<file path="src/rtl/tt_prog_loader.sv">
// tt_prog_loader: write side of the tinycore instruction memory.
// Receives a framed program (SYNC, LEN, LEN payload bytes, CHK) over a
// byte-wide valid/ready stream, writes the payload into a DEPTH x 8
// instruction memory and holds the core stopped until a frame has loaded
// with a good checksum (CHK = LEN + sum of payload, mod 256).
//
// Ports:
//   i_clk            clock, rising edge
//   i_rst            synchronous active-high reset
//   i_in_data        stream byte
//   i_in_valid       i_in_data valid
//   o_in_ready       loader accepts (transfer on valid && ready)
//   o_mem_we         instruction memory write strobe, one cycle per byte
//   o_mem_addr       write address
//   o_mem_wdata      write data
//   o_core_run       1 = core may execute
//   o_load_done      last frame loaded OK (level)
//   o_load_err       last frame failed (level)
//   o_err_code       00 none, 01 bad LEN, 10 checksum, 11 timeout
//   o_words_loaded   LEN of the last good frame
module tt_prog_loader #(
   parameter int unsigned DEPTH   = 16,
   parameter int unsigned ADDR_W  = 4,
   parameter logic [7:0]  SYNC    = 8'hA5,
   parameter int unsigned TIMEOUT = 1000
) (
   input  logic              i_clk,
   input  logic              i_rst,
   input  logic [7:0]        i_in_data,
   input  logic              i_in_valid,
   output logic              o_in_ready,
   output logic              o_mem_we,
   output logic [ADDR_W-1:0] o_mem_addr,
   output logic [7:0]        o_mem_wdata,
   output logic              o_core_run,
   output logic              o_load_done,
   output logic              o_load_err,
   output logic [1:0]        o_err_code,
   output logic [ADDR_W:0]   o_words_loaded
);

   localparam int unsigned LEN_W = ADDR_W + 1;
   localparam int unsigned TMO_W = 16;

   localparam logic [1:0] ERR_NONE = 2'b00;
   localparam logic [1:0] ERR_LEN  = 2'b01;
   localparam logic [1:0] ERR_CHK  = 2'b10;
   localparam logic [1:0] ERR_TMO  = 2'b11;

   typedef enum logic [2:0] {
      S_HUNT,
      S_LEN,
      S_DATA,
      S_CHK,
      S_DONE,
      S_ERR
   } state_t;

   state_t             r_state,  w_state;
   logic [LEN_W-1:0]   r_len,    w_len;
   logic [ADDR_W-1:0]  r_idx,    w_idx;
   logic [7:0]         r_sum,    w_sum;
   logic [TMO_W-1:0]   r_tmo,    w_tmo;
   logic               r_ready;
   logic               r_mem_we,       w_mem_we;
   logic [ADDR_W-1:0]  r_mem_addr,     w_mem_addr;
   logic [7:0]         r_mem_wdata,    w_mem_wdata;
   logic               r_core_run,     w_core_run;
   logic               r_load_done,    w_load_done;
   logic               r_load_err,     w_load_err;
   logic [1:0]         r_err_code,     w_err_code;
   logic [LEN_W-1:0]   r_words_loaded, w_words_loaded;

   logic w_xfer;
   logic w_is_sync;
   logic w_len_bad;
   logic w_last_byte;
   logic w_in_frame;
   logic w_tmo_hit;

   assign w_xfer      = i_in_valid && r_ready;
   assign w_is_sync   = (i_in_data == SYNC);
   assign w_len_bad   = (i_in_data == 8'd0) || (32'(i_in_data) > DEPTH);
   assign w_last_byte = (LEN_W'(r_idx) == (r_len - LEN_W'(1)));
   assign w_in_frame  = (r_state == S_LEN) || (r_state == S_DATA) || (r_state == S_CHK);
   // Idle cycle that brings the in-frame idle count up to TIMEOUT.
   assign w_tmo_hit   = (TIMEOUT != 0) && w_in_frame && !w_xfer &&
                        (r_tmo == TMO_W'(TIMEOUT - 1));

   // Next-state and next-output logic.
   always_comb begin
      w_state        = r_state;
      w_len          = r_len;
      w_idx          = r_idx;
      w_sum          = r_sum;
      w_tmo          = r_tmo;
      w_mem_we       = 1'b0;
      w_mem_addr     = r_mem_addr;
      w_mem_wdata    = r_mem_wdata;
      w_core_run     = r_core_run;
      w_load_done    = r_load_done;
      w_load_err     = r_load_err;
      w_err_code     = r_err_code;
      w_words_loaded = r_words_loaded;

      if (w_in_frame) begin
         w_tmo = w_xfer ? '0 : (r_tmo + TMO_W'(1));
      end

      if (w_tmo_hit) begin
         w_state    = S_ERR;
         w_load_err = 1'b1;
         w_core_run = 1'b0;
         w_err_code = ERR_TMO;
      end else begin
         case (r_state)
            S_HUNT: begin
               if (w_xfer && w_is_sync) begin
                  w_state = S_LEN;
                  w_tmo   = '0;
               end
            end
            S_LEN: begin
               if (w_xfer) begin
                  if (w_len_bad) begin
                     w_state    = S_ERR;
                     w_load_err = 1'b1;
                     w_core_run = 1'b0;
                     w_err_code = ERR_LEN;
                  end else begin
                     w_state = S_DATA;
                     w_len   = LEN_W'(i_in_data);
                     w_idx   = '0;
                     w_sum   = i_in_data;
                  end
               end
            end
            S_DATA: begin
               if (w_xfer) begin
                  w_mem_we    = 1'b1;
                  w_mem_addr  = r_idx;
                  w_mem_wdata = i_in_data;
                  w_sum       = r_sum + i_in_data;
                  if (w_last_byte) begin
                     w_state = S_CHK;
                  end else begin
                     w_idx = r_idx + ADDR_W'(1);
                  end
               end
            end
            S_CHK: begin
               if (w_xfer) begin
                  if (i_in_data == r_sum) begin
                     w_state        = S_DONE;
                     w_load_done    = 1'b1;
                     w_core_run     = 1'b1;
                     w_words_loaded = r_len;
                  end else begin
                     w_state    = S_ERR;
                     w_load_err = 1'b1;
                     w_core_run = 1'b0;
                     w_err_code = ERR_CHK;
                  end
               end
            end
            S_DONE, S_ERR: begin
               // A new frame drops the core and clears the previous status.
               if (w_xfer && w_is_sync) begin
                  w_state     = S_LEN;
                  w_tmo       = '0;
                  w_load_done = 1'b0;
                  w_load_err  = 1'b0;
                  w_err_code  = ERR_NONE;
                  w_core_run  = 1'b0;
               end
            end
            default: begin
               w_state = S_HUNT;
            end
         endcase
      end
   end

   // State and output registers.
   always_ff @(posedge i_clk) begin
      if (i_rst) begin
         r_state        <= S_HUNT;
         r_len          <= '0;
         r_idx          <= '0;
         r_sum          <= '0;
         r_tmo          <= '0;
         r_ready        <= 1'b0;
         r_mem_we       <= 1'b0;
         r_mem_addr     <= '0;
         r_mem_wdata    <= '0;
         r_core_run     <= 1'b0;
         r_load_done    <= 1'b0;
         r_load_err     <= 1'b0;
         r_err_code     <= ERR_NONE;
         r_words_loaded <= '0;
      end else begin
         r_state        <= w_state;
         r_len          <= w_len;
         r_idx          <= w_idx;
         r_sum          <= w_sum;
         r_tmo          <= w_tmo;
         r_ready        <= 1'b1;
         r_mem_we       <= w_mem_we;
         r_mem_addr     <= w_mem_addr;
         r_mem_wdata    <= w_mem_wdata;
         r_core_run     <= w_core_run;
         r_load_done    <= w_load_done;
         r_load_err     <= w_load_err;
         r_err_code     <= w_err_code;
         r_words_loaded <= w_words_loaded;
      end
   end

   assign o_in_ready     = r_ready;
   assign o_mem_we       = r_mem_we;
   assign o_mem_addr     = r_mem_addr;
   assign o_mem_wdata    = r_mem_wdata;
   assign o_core_run     = r_core_run;
   assign o_load_done    = r_load_done;
   assign o_load_err     = r_load_err;
   assign o_err_code     = r_err_code;
   assign o_words_loaded = r_words_loaded;

endmodule
</file>
<file path="config.mk">
export PLATFORM = sky130hd
export DESIGN_NAME = tt_prog_loader
export DESIGN_NICKNAME = d
export VERILOG_FILES = /design/src/rtl/tt_prog_loader.sv
export SDC_FILE = /design/constraint.sdc
export NUM_CORES = 1
export LEC_CHECK = 0
export BUFFER_PORTS_ARGS = -buffer_cell sky130_fd_sc_hd__buf_2
export CAP_MARGIN = 10
export CORE_ASPECT_RATIO = 1.4
export CORE_MARGIN = 2
export CORE_UTILIZATION = 50
export DETAILED_ROUTE_END_ITERATION = 16
export GPL_ROUTABILITY_DRIVEN = 0
export GPL_TIMING_DRIVEN = 0
export PLACE_DENSITY = 0.7
export SYNTH_ARGS = -nofsm -noshare
export SYNTH_HDL_FRONTEND = slang
export SYNTH_SLANG_ARGS = --single-unit
</file>
<file path="constraint.sdc">
create_clock -name i_clk -period 4.67 [get_ports i_clk]
set_input_delay 0.934 -clock i_clk [delete_from_list [all_inputs] [get_ports i_clk]]
set_output_delay 0.934 -clock i_clk [all_outputs]
set_load 0.005 [all_outputs]
</file>
==> out/metrics.yaml <==
logic_synthesis:
  syn_area_sq_um: 3120
  synth.largest_area_cell: "dfxtp_1"
  syn_inst: 383
  ys_seq_elements: 60
  synthMostInstantiatedCell: "dfxtp_1"
  synth_area_leaders: "dfxtp_1 38%, nand2_1 6.0%, a21oi_1 5.9%"
  yosys_warnings: 0
  synth-edff-count: 0
  synth_flop_cell: "dfxtp_1"
  avgSynthCellArea_sq_um: 8.15
  synth.distinct_cells: 52
  synth.top_cells.by_count: "60 x dfxtp_1, 50 x nand2_1, 43 x nor2_1"
  synth_nets: 405
  synth_seq_area_share_pct: 38.5
  synth_top_area_share_pct: 38.5
  async_reset_ff_share_pct: 0
hold_path:
  hp-class: "reg -> reg"
  hold_path_depth: 2
timing:
  timing_hold_violations_final: 0
  period_needed_ps: 2720
  clock.fmax_mhz: 368
  fin_skew_ps: 8.47
  rsz0062_at_grt: "no"
  timing.final.crit_share_pct: 58.2
  slew_headroom_pct: 45.9
  setup_ws_ps: 1950
  fin_tns_setup_ps: 0
  drv_slew: 0
  worst_pin_slew_ps: 805
  final-setup-viol-count: 0
routing:
  via_per_inst: 5.68
  wire_per_inst_um: 15.3
  drtPass1Iterations: 4
  drt_iter0_drc: 98
  ant_nets: 0
  wl_um: 7700
  via_count: 2863
  drc_errors: 0
clock_tree:
  cts_buffers: 9
  cts_tree: "built"
  cts_setup_buffers: 0
  clkTransAtPathRegs_ps: 70
  post_cts_resize_count: 0
  cts.sinks: 60
  h-tree-depth: 3
  cts_root_buf: "clkbuf_8"
  cts_buffer_depth: 2
  cts_hold_buf: 0
  clkLatencyLatePin_ps: 340
finish:
  fillers: 595
  diodes: 0
  postLayoutCellArea_sq_um: 3550
  area_growth_syn_to_layout_pct: 13.9
  final_nets: 449
  drive_gt1_share_pct: 14.4
  utilization_pct: 58.0
critical_path:
  r2r-start: "r_sum[4]"
  startpoint: "i_in_data[4]"
  worstSetupStartpointType: "input port"
  cp.required_ps: 4890
  crit_fanout: 6
  crit_path_end: "o_words_loaded[2]"
  worstSetupPathType: "in -> reg"
  cp.arrival_ps: 2940
  end_kind: "flop"
  r2r_end: "o_words_loaded[2]"
  reg2reg_depth: 7
  r2r_setup_slack_ps: 2430
floorplanning:
  die_w_um: 70.8
  die_area_sq_um: 6900
  rows: 34
  ios: 35
  start_util_pct: 50.9
  fp.dieH_um: 97.5
  core-area_sq_um: 6130
power:
  clock_power_share_pct: 43.0
  p_total_w: 0.000983
  power_frac_comb_pct: 4.9
  internal-power_w: 0.000735
  ir_drop_mv: 0.195
  p_switching_w: 0.000248
  seqPwrFrac_pct: 52.1
  p_per_area_nw_per_um2: 277
  p_leak_nw: 1.31
  swShare_pct: 25.2
global_route:
  grt_pass1_vias: 2827
  grt_max_degree: 12
  grt_util_all_layers_pct: 24.2
  grt_first_pass_wirelength_um: 13200
  grt_overflow: 0
  grt_antenna_before_repair: 0
flow_run:
  cap_viol_max_count: 0
placed_design:
  post_dp_cell_area_sq_um: 3380
  preCtsSetupSlack_ps: 1620
  dp_hpwl_um: 5710
  portBuffers: 33
outcome:
  status: "complete, no violations"
==> state kept, by name (all words and copies together), names as in the netlist <==
| name | flops |
|---|---|
| r_tmo | 16 |
| o_mem_wdata | 8 |
| r_sum | 8 |
| o_words_loaded | 5 |
| r_len | 5 |
| o_mem_addr | 4 |
| r_idx | 4 |
| r_state | 3 |
| o_err_code | 2 |
| o_core_run | 1 |
| o_in_ready | 1 |
| o_load_done | 1 |
| o_load_err | 1 |
| o_mem_we | 1 |
==> layout make-up <==
cell class / instances / area, sq um / area share [%]
well taps: 72 / 90.1 / 2.53
plain buffers: 19 / 77.6 / 2.18
clock inverters: 5 / 37.5 / 1.06
repair buffers: 33 / 165 / 4.65
multi-input cells: 295 / 1810 / 50.9
inverters: 9 / 33.8 / 0.950
clock buffers: 11 / 141 / 3.98
flip-flops and latches: 60 / 1200 / 33.8
==> metrics by stage <==
stage                     hold slack, ps  std cells
after floorplan                      449        383
after global placement               443        488
after detailed placement             447        488
after CTS                            457        504
after global routing                 485        504
final                                459        504
==> cell usage in the layout, fill, tap and decap left out, types with 7 or more instances in the layout <==
cell      Yosys  routed
a211oi_1      7       7
a21oi_1      37      37
buf_2         2      35
clkbuf_1     16      17
clkbuf_8      0      10
dfxtp_1      60      60
ha_1         10      10
inv_1         9       9
mux2i_1      15      15
nand2_1      50      50
nand2b_1      7       7
nand3_1      10      10
nor2_1       43      43
nor3_1       14      14
o21ai_0      14      14
xnor2_1      10      10
==> critical path: stages <==
cell	delay (ps)
buf_2	170
ha_1	380
nor4_1	260
and3_1	270
and2_1	270
a21boi_4	370
mux2i_1	230
nor2_1	50
==> power groups by stage <==
| stage | Sequential [W] | Combinational (W) | Clock, W |
|---|---|---|---|
| 6_report | 0.000512 | 0.0000481 | 0.000422 |
| 5_1_grt | 0.000512 | 0.0000531 | 0.000455 |
| 4_1_cts | 0.000512 | 0.0000478 | 0.000430 |
| 3_5_place_dp | 0.000524 | 0.0000477 | 0 |
| 3_3_place_gp | 0.000524 | 0.0000471 | 0 |
| 2_1_floorplan | 0.000524 | 0.0000273 | 0 |
==> cells by family (layout without fill, tap and decap cells) <==
family	after synthesis	count (layout)	share of synthesized area, %
AO/OA/AOI/OAI	87	87	17.3
buffers and inverters	28	77	3.57
XOR/XNOR	15	15	4.21
adder cells (fa/ha/maj)	11	11	4.65
flip-flops	60	60	38.5
multiplexers	17	17	5.53
AND/OR/NAND/NOR	165	165	26.3
==> per-layer routing <==
metal | global-route usage, % | up-vias | wire length, um
met5 | 0 | - | 0
met4 | 10.2 | 0 | 163
met3 | 5.81 | 13 | 311
met2 | 43.9 | 56 | 4050
met1 | 26.2 | 1349 | 3170
li1 | - | 1445 | -
==> worst min path at each step <==
stage,startpoint,endpoint,slack [ps]
2_1_floorplan,r_sum[1],r_sum[1],450
3_3_place_gp,o_mem_addr[1],o_mem_addr[1],440
3_5_place_dp,o_mem_addr[0],o_mem_addr[0],450
4_1_cts,o_mem_addr[0],o_mem_addr[0],460
5_1_grt,o_mem_wdata[7],o_mem_wdata[7],490
6_report,o_mem_addr[0],o_mem_addr[0],460
Note: power is estimated with default switching activity, not from simulation.
